===== src/rtl/reg_intf_pkg.sv =====
// Shared definitions for the host register-interface bridge and the regfile generator.
package reg_intf_pkg;

  localparam int REG_ADDR_W  = 14;
  localparam int REG_DATA_W  = 16;
  localparam int CMD_RW_BIT  = 7;
  localparam int CMD_RSV_BIT = 6;

  // Block base addresses in the register map
  localparam logic [REG_ADDR_W-1:0] CONV_BASE = 14'h100;
  localparam logic [REG_ADDR_W-1:0] POOL_BASE = 14'h200;
  localparam logic [REG_ADDR_W-1:0] ACT_BASE  = 14'h300;

  typedef enum logic [2:0] {
    S_CMD,
    S_ADDR,
    S_DHI,
    S_DLO,
    S_WRITE,
    S_READ,
    S_RHI,
    S_RLO
  } state_t;

  function automatic logic cmd_byte_ok(input logic [7:0] b);
    return !b[CMD_RSV_BIT];
  endfunction

endpackage


===== src/rtl/reg_intf_timeout.sv =====
// Idle-cycle watchdog: counts enabled cycles and flags the cycle in which the limit is reached.
module reg_intf_timeout #(
  parameter int TIMEOUT_CYCLES = 1024,
  parameter int TO_W           = $clog2(TIMEOUT_CYCLES + 1)
) (
  input  logic clk,
  input  logic rst,
  input  logic clr,
  input  logic en,
  output logic expire
);

  localparam int CW = (TO_W < 1) ? 1 : TO_W;
  localparam logic [CW-1:0] LAST = CW'((TIMEOUT_CYCLES > 0) ? TIMEOUT_CYCLES - 1 : 0);

  logic [CW-1:0] cnt;

  // Expiry is combinational so the owner can act in the same cycle the count hits the limit
  assign expire = (TIMEOUT_CYCLES > 0) && en && (cnt == LAST);

  always_ff @(posedge clk) begin
    if (rst || clr || expire) begin
      cnt <= '0;
    end else if (en) begin
      cnt <= cnt + 1'b1;
    end
  end

endmodule


===== src/rtl/reg_intf_bridge.sv =====
// Host byte stream to register strobe bridge: parses read/write frames and returns read data as two bytes.
module reg_intf_bridge
  import reg_intf_pkg::*;
#(
  parameter int ADDR_W         = REG_ADDR_W,
  parameter int DATA_W         = REG_DATA_W,
  parameter int TIMEOUT_CYCLES = 1024,
  parameter int TO_W           = $clog2(TIMEOUT_CYCLES + 1)
) (
  input  logic              clk,
  input  logic              rst,
  input  logic [7:0]        rx_data,
  input  logic              rx_valid,
  output logic              rx_ready,
  output logic [7:0]        tx_data,
  output logic              tx_valid,
  input  logic              tx_ready,
  output logic              wr_en,
  output logic              rd_en,
  output logic [ADDR_W-1:0] addr,
  output logic [DATA_W-1:0] write_data,
  input  logic [DATA_W-1:0] read_data,
  output logic              busy,
  output logic              err_pulse
);

  state_t            state;
  logic              rw;
  logic [DATA_W-1:0] rd_buf;
  logic              accept;
  logic              in_frame;
  logic              to_expire;

  assign rx_ready = (state == S_CMD) || (state == S_ADDR) || (state == S_DHI) || (state == S_DLO);
  assign tx_valid = (state == S_RHI) || (state == S_RLO);
  assign busy     = (state != S_CMD);
  assign accept   = rx_valid && rx_ready;
  assign in_frame = (state == S_ADDR) || (state == S_DHI) || (state == S_DLO);

  // Response bytes come straight from the captured buffer, so they hold under backpressure
  always_comb begin
    tx_data = 8'h00;
    if (state == S_RHI) tx_data = rd_buf[DATA_W-1 -: 8];
    else if (state == S_RLO) tx_data = rd_buf[7:0];
  end

  reg_intf_timeout #(
    .TIMEOUT_CYCLES(TIMEOUT_CYCLES),
    .TO_W          (TO_W)
  ) u_timeout (
    .clk   (clk),
    .rst   (rst),
    .clr   (!in_frame || accept),
    .en    (in_frame && !accept),
    .expire(to_expire)
  );

  always_ff @(posedge clk) begin
    if (rst) begin
      state      <= S_CMD;
      rw         <= 1'b0;
      addr       <= '0;
      write_data <= '0;
      rd_buf     <= '0;
      wr_en      <= 1'b0;
      rd_en      <= 1'b0;
      err_pulse  <= 1'b0;
    end else begin
      wr_en     <= 1'b0;
      rd_en     <= 1'b0;
      err_pulse <= 1'b0;
      case (state)
        S_CMD: begin
          if (accept) begin
            if (cmd_byte_ok(rx_data)) begin
              rw                 <= rx_data[CMD_RW_BIT];
              addr[ADDR_W-1:8]   <= rx_data[ADDR_W-9:0];
              state              <= S_ADDR;
            end else begin
              err_pulse <= 1'b1;
            end
          end
        end
        S_ADDR: begin
          if (to_expire) begin
            err_pulse <= 1'b1;
            state     <= S_CMD;
          end else if (accept) begin
            addr[7:0] <= rx_data;
            if (rw) begin
              state <= S_DHI;
            end else begin
              rd_en <= 1'b1;
              state <= S_READ;
            end
          end
        end
        S_DHI: begin
          if (to_expire) begin
            err_pulse <= 1'b1;
            state     <= S_CMD;
          end else if (accept) begin
            write_data[DATA_W-1 -: 8] <= rx_data;
            state                     <= S_DLO;
          end
        end
        S_DLO: begin
          if (to_expire) begin
            err_pulse <= 1'b1;
            state     <= S_CMD;
          end else if (accept) begin
            write_data[7:0] <= rx_data;
            wr_en           <= 1'b1;
            state           <= S_WRITE;
          end
        end
        S_WRITE: state <= S_CMD;
        S_READ: begin
          rd_buf <= read_data;
          state  <= S_RHI;
        end
        S_RHI: if (tx_ready) state <= S_RLO;
        S_RLO: if (tx_ready) state <= S_CMD;
        default: state <= S_CMD;
      endcase
    end
  end

endmodule


===== config.mk =====
export PLATFORM = sky130hd
export DESIGN_NAME = reg_intf_bridge
export DESIGN_NICKNAME = d
export VERILOG_FILES = /design/src/rtl/reg_intf_pkg.sv /design/src/rtl/reg_intf_timeout.sv /design/src/rtl/reg_intf_bridge.sv
export SDC_FILE = /design/constraint.sdc
export NUM_CORES = 1
export LEC_CHECK = 0
export ABC_AREA = 1
export CAP_MARGIN = 20
export CORE_MARGIN = 2
export CORE_UTILIZATION = 31
export DETAILED_ROUTE_END_ITERATION = 10
export MAX_ROUTING_LAYER = met4
export SYNTH_ARGS = -nofsm -noshare
export SYNTH_HDL_FRONTEND = slang
export SYNTH_SLANG_ARGS = --single-unit

===== constraint.sdc =====
create_clock -name clk -period 3.9 [get_ports clk]
set_input_delay 0.39 -clock clk [delete_from_list [all_inputs] [get_ports clk]]
set_output_delay 0.39 -clock clk [all_outputs]
set_load 0.02 [all_outputs]

==> reports/qor.tcl, run 1 <==
set qor(outcome) {completed}
set qor(reg2regPathDepth) 5
set qor(grt_usage_pct) 16.3
set qor(worst_hold_path.num_cells) 2
set qor(groute.layer.met1.usage_pct) 20.2
set qor(place.gp.congestion) 0.908
set qor(critical_path.max_fanout) 8
set qor(power.net_switching_w) 0.000542
set qor(min-delay-path-class) {flop to flop}
set qor(design.final.nets) 441
set qor(yosys.cell_types.count) 29
set qor(insertion_delay_ns) 0.35
set qor(io_pins) 72
set qor(cts_made_buffers) 9
set qor(clock_path_buffers) 2
set qor(synth.yosys.warnings) 0
set qor(post_synth_instance_area_mm2) 0.00261
set qor(grt_antenna_before_repair) 0
set qor(clock-skew-final_ns) 0.0113
set qor(avgRoutedWirePerCell_um) 13.1
set qor(die-area_mm2) 0.00918
set qor(finalMaxSlewViolations) 0
set qor(detailed_place_hpwl_um) 4820
set qor(fin_tns_setup_ns) 0
set qor(hold_buffers) 0
set qor(power.share.switching_pct) 31.4
set qor(crit_path_start_kind) {flop}
set qor(final_period_minus_worst_setup_slack_ns) 2.54
set qor(detailedRoute.firstPassIterationCount) 4
set qor(postSynthRegisterBits) 64
set qor(worstReg2RegEnd) {rd_buf[13]}
set qor(finalHoldViolCount) 0
set qor(prevailing_post_synth_register_cell) {sky130_fd_sc_hd__dfxtp_1}
set qor(fp.dieH_um) 95.8
set qor(start_util_pct) 32.0
set qor(setup.reg_to_reg.worst_slack_ns) 2.04
set qor(clock_power_share_pct) 33.8
set qor(synth.area.top_cells) {sky130_fd_sc_hd__dfxtp_1 49%, sky130_fd_sc_hd__a21oi_1 7.3%, sky130_fd_sc_hd__nand2_1 6.9%, sky130_fd_sc_hd__nor2_1 6.5%, sky130_fd_sc_hd__o21ai_0 5.7%}
set qor(numClockSinks) 64
set qor(async_reset_ff_share_pct) 0
set qor(die_w_um) 95.8
set qor(seq_area_frac_synth_pct) 49.0
set qor(routing_usage_on_met3_pct) 4.39
set qor(post_route_cells_drive_above_1_share_pct) 10.3
set qor(cts_htree_levels) 3
set qor(max_slew.worst_pin.slew_ns) 0.880
set qor(worst_slew_margin_relative_to_its_limit_pct) 41.2
set qor(syn_nets) 367
set qor(top_usage_layer) {met2}
set qor(largest_net_degree_at_the_start_of_global_routing) 34
set qor(drt_iter0_markers) 111
set qor(timing_worst_setup_path_type) {flop to primary output}
set qor(worst_ep_arrival_ns) 2.15
set qor(gr-usage-met2_pct) 25.1
set qor(hold_start) {rd_buf[1]}
set qor(post-synth-top-area-fraction_pct) 49.0
set qor(postCtsSetupBuffers) 0
set qor(cp.required_ns) 3.51
set qor(postRouteAntennaNets) 0
set qor(route.detailed.drc) 0
set qor(core_area_mm2) 0.00818
set qor(route.vias.total) 2431
set qor(power.share.combinational_pct) 23.0
set qor(cts-root-buf) {sky130_fd_sc_hd__clkbuf_8}
set qor(pre_cts_ws_ns) 1.55
set qor(final_critical_path_setup_slack_ns) 1.36
set qor(leakage_nw) 1.28
set qor(worst_setup_path_end_kind) {primary output}
set qor(fp-row-count) 33
set qor(power.internal_w) 0.00118
set qor(grt_first_pass_wirelength_um) 11100
set qor(final_min_period_over_clock_period_pct) 65.1
set qor(post_synth_inst_count) 338
set qor(area_delta_synth_final_pct) 39.3
set qor(worst_ir_drop_vdd_mv) 0.227
set qor(worstReg2RegStart) {state[0]}
set qor(power.share.sequential_pct) 43.1
set qor(power-per-cell-area_mw_per_mm2) 474
set qor(final-setup-viol-count) 0
set qor(cts.reportedPaths.clkPinSlew_ns) 0.07
set qor(grt_overflow_total) 0
set qor(post_synth_edffs) 0
set qor(grt_setup_unrepaired) {false}
set qor(routed_wirelength_um) 6860
set qor(yosysTopAreaCell) {sky130_fd_sc_hd__dfxtp_1}
set qor(count_of_input_and_output_buffers) 71
set qor(insertedDiodeCount) 0
set qor(holdPathEnd) {rd_buf[1]}
set qor(tritoncts) {built}
set qor(first_global_vias) 2403
set qor(max_freq_ghz) 0.394
set qor(postCtsResizedCells) 0
set qor(max-cap-violations) 0
set qor(postSynthAreaPerCell_um2) 7.73
set qor(routed_via_density) 4.66
-- sequential cells by signal (all words and copies together), names as in the netlist --
signal,count
addr,14
rd_buf,16
wr_en,1
state,3
write_data,16
rw,1
u_timeout.cnt,11
rd_en,1
err_pulse,1
-- power by group through the flow --
stage	logic (W)	registers, W	clock network, W
final	0.000398	0.000745	0.000584
after floorplan	0.000201	0.000793	0
after global placement	0.000395	0.000760	0
after detailed placement	0.000400	0.000758	0
after CTS	0.000402	0.000745	0.000600
after global routing	0.000439	0.000752	0.000627
-- kinds of logic (layout without fill, tap and decap cells) --
| family | Yosys count | after routing | share of synthesized area [%] |
|---|---|---|---|
| simple gates | 140 | 140 | 25.5 |
| fa+ha+maj | 1 | 1 | 0.479 |
| flops | 64 | 64 | 49.0 |
| xor+xnor | 3 | 3 | 1.01 |
| compound gates | 84 | 84 | 17.2 |
| buf+inv | 46 | 125 | 6.80 |
-- worst max path at each step --
| stage | startpoint | to | slack (ns) | depth (start not counted) |
|---|---|---|---|---|
| after global routing | state[2] | tx_data[0] | 1.21 | 5 |
| after floorplan | state[2] | tx_data[0] | 2.21 | 4 |
| after CTS | state[2] | tx_data[0] | 1.36 | 5 |
| after global placement | rx_valid | u_timeout.cnt[7] | 1.58 | 7 |
| final | state[2] | tx_data[0] | 1.36 | 5 |
| after detailed placement | rx_valid | u_timeout.cnt[7] | 1.55 | 7 |
-- cell type report --
type	count	area [µm²]
inverters	35	134
flip-flops and latches	64	1280
fillers	830	4540
repair buffers	74	733
well taps	105	131
multi-input cells	228	1150
clock buffers	11	141
clock inverters	5	63.8
-- synth_stat cells (4+ instances only) --
master / instances
sky130_fd_sc_hd__nand3_1: 21
sky130_fd_sc_hd__inv_2: 5
sky130_fd_sc_hd__dfxtp_1: 64
sky130_fd_sc_hd__nor2_1: 45
sky130_fd_sc_hd__nor3_1: 5
sky130_fd_sc_hd__o22ai_1: 8
sky130_fd_sc_hd__nand2_1: 48
sky130_fd_sc_hd__a21oi_1: 38
sky130_fd_sc_hd__nand2_2: 5
sky130_fd_sc_hd__inv_1: 29
sky130_fd_sc_hd__o21ai_0: 30
sky130_fd_sc_hd__nor2_4: 4
sky130_fd_sc_hd__clkbuf_1: 9
sky130_fd_sc_hd__o21ai_1: 5
-- per-stage QoR --
stage	hold slack, ns	util, %	cells	total power, W	area, µm²
after floorplan	0.426	-	338	0.000994	2610
after global placement	0.438	42.0	506	0.00115	3430
after detailed placement	0.442	42.0	506	0.00116	3430
after CTS	0.454	44.5	522	0.00175	3640
after global routing	0.478	44.5	522	0.00182	3640
final	0.450	44.5	522	0.00173	3640
-- layer usage --
metal  share of wire, %  vias up
met2                 47       57
met3                5.1        5
met4               0.76        0
met5                  0        -
met1                 47     1104
li1                   -     1265
-- placed cells by master, fill, tap and decap left out, drive strengths merged, types with 3 or more instances in the layout --
master          n
clkbuf         11
nand3          22
buf             3
o21ai          36
a21oi          39
dfxtp          64
nand4           4
nand2          53
nor2           51
nor3            7
o22ai           8
xor2            3
inv            36
clkdlybuf4s50  71
-- worst max-delay path: stages (launching register included) --
cell and delay (ns):
sky130_fd_sc_hd__dfxtp_1 0.49, sky130_fd_sc_hd__nand2_1 0.11, sky130_fd_sc_hd__inv_1 0.11, sky130_fd_sc_hd__nand2_1 0.21
sky130_fd_sc_hd__o22ai_1 0.25, sky130_fd_sc_hd__clkdlybuf4s50_1 0.64
Note: power is estimated with default switching activity, not from simulation.
==> run 2: changes to the inputs <==
==> constraint.sdc (replaced) <==
create_clock -name clk -period 2.39 [get_ports clk]
set_input_delay 0.239 -clock clk [delete_from_list [all_inputs] [get_ports clk]]
set_output_delay 0.239 -clock clk [all_outputs]
set_load 0.02 [all_outputs]
==> run 2 against run 1 <==
Setup slack got worse by 1.2 ns. Largest cell class unchanged. First-iteration DRC count rose by 29%. Critical path depth did not move. Sequential cell count did not move. Register-to-register slack got worse by 1.3 ns. Highest routed layer unchanged. Combinational power rose by 66%. Routed wire length fell by 0.96%. Critical path type unchanged. Clock skew fell by 0.0066 ns. Clock power rose by 95%. Hold slack improved by 0.0043 ns.
==> reports/qor.tcl, run 2 (same netlist as run 1, synthesis figures left out) <==
set qor(clock-skew-final_ns) 0.00477 ;# -0.00658 ns
set qor(largest_registers) {rd_buf (16), write_data (16), addr (14)}
set qor(postCtsSetupBuffers) 0 ;# unchanged
set qor(worst_setup_path_end_kind) {primary output}
set qor(largest_net_degree_at_the_start_of_global_routing) 22 ;# -35%
set qor(setup.reg_to_reg.worst_slack_ns) 0.73 ;# -1.31 ns
set qor(routed_wirelength_um) 6790 ;# -0.96%
set qor(timing.critical_path.cells) {nand2_1 -> inv_1 -> nand2_1 -> o22ai_1 -> clkdlybuf4s50_1}
set qor(count_of_input_and_output_buffers) 71 ;# unchanged
set qor(io_pins) 72 ;# unchanged
set qor(cts.reportedPaths.clkPinSlew_ns) 0.07 ;# about the same
set qor(crit_path_max_incr_delay_ns) 0.63 ;# about the same
set qor(route.vias.total) 2476 ;# +1.9%
set qor(worst_hold_path.num_cells) 2 ;# unchanged
set qor(fp.dieH_um) 95.8 ;# unchanged
set qor(tritoncts) {built}
set qor(max_freq_ghz) 0.441
set qor(worstReg2RegStart) {state[0]}
set qor(routed_via_density) 4.73 ;# +1.5%
set qor(max-cap-violations) 0 ;# unchanged
set qor(numClockSinks) 64 ;# unchanged
set qor(final_min_period_over_clock_period_pct) 94.9
set qor(detailedRoute.firstPassIterationCount) 4 ;# unchanged
set qor(leading_cell_type_in_the_layout_fill_and_taps_excluded) {sky130_fd_sc_hd__clkdlybuf4s50_1}
set qor(finalMaxSlewViolations) 0 ;# unchanged
set qor(worst_ir_drop_vdd_mv) 0.396 ;# +75%
set qor(worst_ep_arrival_ns) 2.03 ;# -0.12 ns
set qor(final_period_minus_worst_setup_slack_ns) 2.27
set qor(reg2regPathDepth) 6 ;# +1
set qor(worst-path-buf-inv) 2 ;# unchanged
set qor(hold_start) {rd_buf[5]}
set qor(insertedDiodeCount) 0 ;# unchanged
set qor(critical-path-slowest-cell) {sky130_fd_sc_hd__clkdlybuf4s50_1}
set qor(place.gp.congestion) 0.909 ;# about the same
set qor(min-delay-path-class) {flop to flop}
set qor(outcome) {completed}
set qor(core_area_mm2) 0.00818 ;# unchanged
set qor(grt_overflow_total) 0 ;# unchanged
set qor(critical_path.max_fanout) 8 ;# unchanged
set qor(hold_buffers) 0 ;# unchanged
set qor(leakage_nw) 1.44 ;# +13%
set qor(place_area_mm2) 0.00345 ;# +0.44%
set qor(insertion_delay_ns) 0.34 ;# about the same
set qor(fin_tns_setup_ns) 0 ;# unchanged
set qor(postRouteAntennaNets) 0 ;# unchanged
set qor(timing_worst_setup_path_type) {flop to primary output}
set qor(worst_slew_margin_relative_to_its_limit_pct) 61.9 ;# +21 points
set qor(detailed_place_hpwl_um) 4810 ;# -0.27%
set qor(clock_path_buffers) 2 ;# unchanged
set qor(drt_iter0_markers) 143 ;# +29%
set qor(final_area_mm2) 0.00371 ;# +2.0%
set qor(route.detailed.drc) 0 ;# unchanged
set qor(grt_setup_unrepaired) {false}
set qor(grt_first_pass_wirelength_um) 10900 ;# -2.0%
set qor(die_w_um) 95.8 ;# unchanged
set qor(cts_made_buffers) 9 ;# unchanged
set qor(worstReg2RegEnd) {rd_buf[15]}
set qor(postCtsResizedCells) 0 ;# unchanged
set qor(cts-root-buf) {sky130_fd_sc_hd__clkbuf_8}
set qor(holdPathEnd) {rd_buf[5]}
set qor(grt_antenna_before_repair) 0 ;# unchanged
set qor(power-per-cell-area_mw_per_mm2) 811 ;# +71%
set qor(crit_path_start_kind) {flop}
set qor(final_cell_mix) {64 x sky130_fd_sc_hd__clkdlybuf4s50_1, 63 x sky130_fd_sc_hd__dfxtp_1, 48 x sky130_fd_sc_hd__nand2_1, 45 x sky130_fd_sc_hd__nor2_1, 38 x sky130_fd_sc_hd__a21oi_1}
set qor(cpMostUsedCell) {sky130_fd_sc_hd__nand2_1}
set qor(start_util_pct) 32.0 ;# unchanged
set qor(first_global_vias) 2263 ;# -5.8%
set qor(cell_type_group_with_the_largest_total_delay_on_the_critical_path) {buffers and inverters}
set qor(max_slew.worst_pin.slew_ns) 0.571 ;# -0.308 ns
set qor(finalHoldViolCount) 0 ;# unchanged
set qor(die-area_mm2) 0.00918 ;# unchanged
set qor(cp.required_ns) 2.15 ;# -1.36 ns
set qor(fp-row-count) 33 ;# unchanged
set qor(final-setup-viol-count) 0 ;# unchanged
set qor(design.final.nets) 443 ;# +0.45%
set qor(cts_htree_levels) 3 ;# unchanged
set qor(grt_usage_pct) 15.9 ;# -0.37 points
set qor(area_delta_synth_final_pct) 42.1
set qor(post_route_cells_drive_above_1_share_pct) 11.0 ;# +0.67 points
set qor(avgRoutedWirePerCell_um) 13.0 ;# -1.3%
run 2: cell count changes in the layout (fill, tap and decap cells not counted), moves of 2 or more:
| cell | change |
|---|---|
| sky130_fd_sc_hd__clkdlybuf4s50_1 | -7 |
| sky130_fd_sc_hd__dlymetal6s2s_1 | +7 |
| sky130_fd_sc_hd__bufinv_16 | +2 |
| sky130_fd_sc_hd__buf_4 | +2 |
run 2: worst reg2reg max path, stage by stage, from the launching register on:
cell and delay (ns):
sky130_fd_sc_hd__dfxtp_1 0.45, sky130_fd_sc_hd__inv_2 0.10, sky130_fd_sc_hd__nor2_1 0.18, sky130_fd_sc_hd__nand2_1 0.29, sky130_fd_sc_hd__buf_4 0.31, sky130_fd_sc_hd__o21ai_0 0.17, sky130_fd_sc_hd__a21oi_1 0.06
run 2: worst max-delay path by stage:
stage / startpoint / end / slack [ns] / depth (start not counted)
6_report: state[1] / tx_data[5] / 0.12 / 5
5_1_grt: state[1] / tx_data[5] / 0.004 / 5
4_1_cts: state[2] / tx_data[0] / 0.01 / 5
3_5_place_dp: state[2] / tx_data[0] / 0.40 / 5
3_3_place_gp: state[2] / tx_data[6] / 0.47 / 5
2_1_floorplan: state[2] / tx_data[0] / 0.85 / 4
run 2: area by class of cell:
| class | count | area (µm²) |
|---|---|---|
| sequential | 64 | 1280 |
| timing repair buffer | 76 | 766 |
| fill | 818 | 4460 |
| clock inverter | 5 | 104 |
| tap | 105 | 131 |
| inverter | 35 | 134 |
| multi-input combinational | 228 | 1150 |
| clock buffer | 11 | 141 |
run 2: report_power, final:
group	internal, W	switching [W]
logic	0.000262	0.000397
clock network	0.000722	0.000417
registers	0.00116	0.0000577
run 2: stage by stage:
| stage | power, W | setup WS [ns] | util (%) | hold slack [ns] | std cells |
|---|---|---|---|---|---|
| finish | 0.00301 | 0.122 | 45.4 | 0.454 | 524 |
| global route | 0.00317 | 0.00356 | 45.4 | 0.473 | 524 |
| CTS | 0.00305 | 0.0142 | 45.2 | 0.457 | 524 |
| detailed placement | 0.00190 | 0.404 | 42.2 | 0.447 | 508 |
| global placement | 0.00189 | 0.471 | 42.2 | 0.443 | 508 |
| floorplan | 0.00162 | 0.853 | - | 0.312 | 338 |
run 2: layer usage:
| layer | track usage (%) | vias to the layer above | part of all wire (%) |
|---|---|---|---|
| met3 | 5.79 | 8 | 6.4 |
| met1 | 19.5 | 1127 | 46 |
| met5 | - | - | 0 |
| met2 | 24.6 | 73 | 47 |
| met4 | 5.00 | 0 | 0.65 |
| li1 | - | 1268 | - |
==> run 3: changes to the inputs <==
--- a/config.mk
+++ b/config.mk
@@ -6,11 +6,11 @@
 export NUM_CORES = 1
 export LEC_CHECK = 0
 export ABC_AREA = 1
-export CAP_MARGIN = 20
 export CORE_MARGIN = 2
 export CORE_UTILIZATION = 31
 export DETAILED_ROUTE_END_ITERATION = 10
 export MAX_ROUTING_LAYER = met4
+export SLEW_MARGIN = 30
 export SYNTH_ARGS = -nofsm -noshare
 export SYNTH_HDL_FRONTEND = slang
 export SYNTH_SLANG_ARGS = --single-unit
==> results of run 3 <==
Final layout, timing and power as in run 2 (identical DEF).
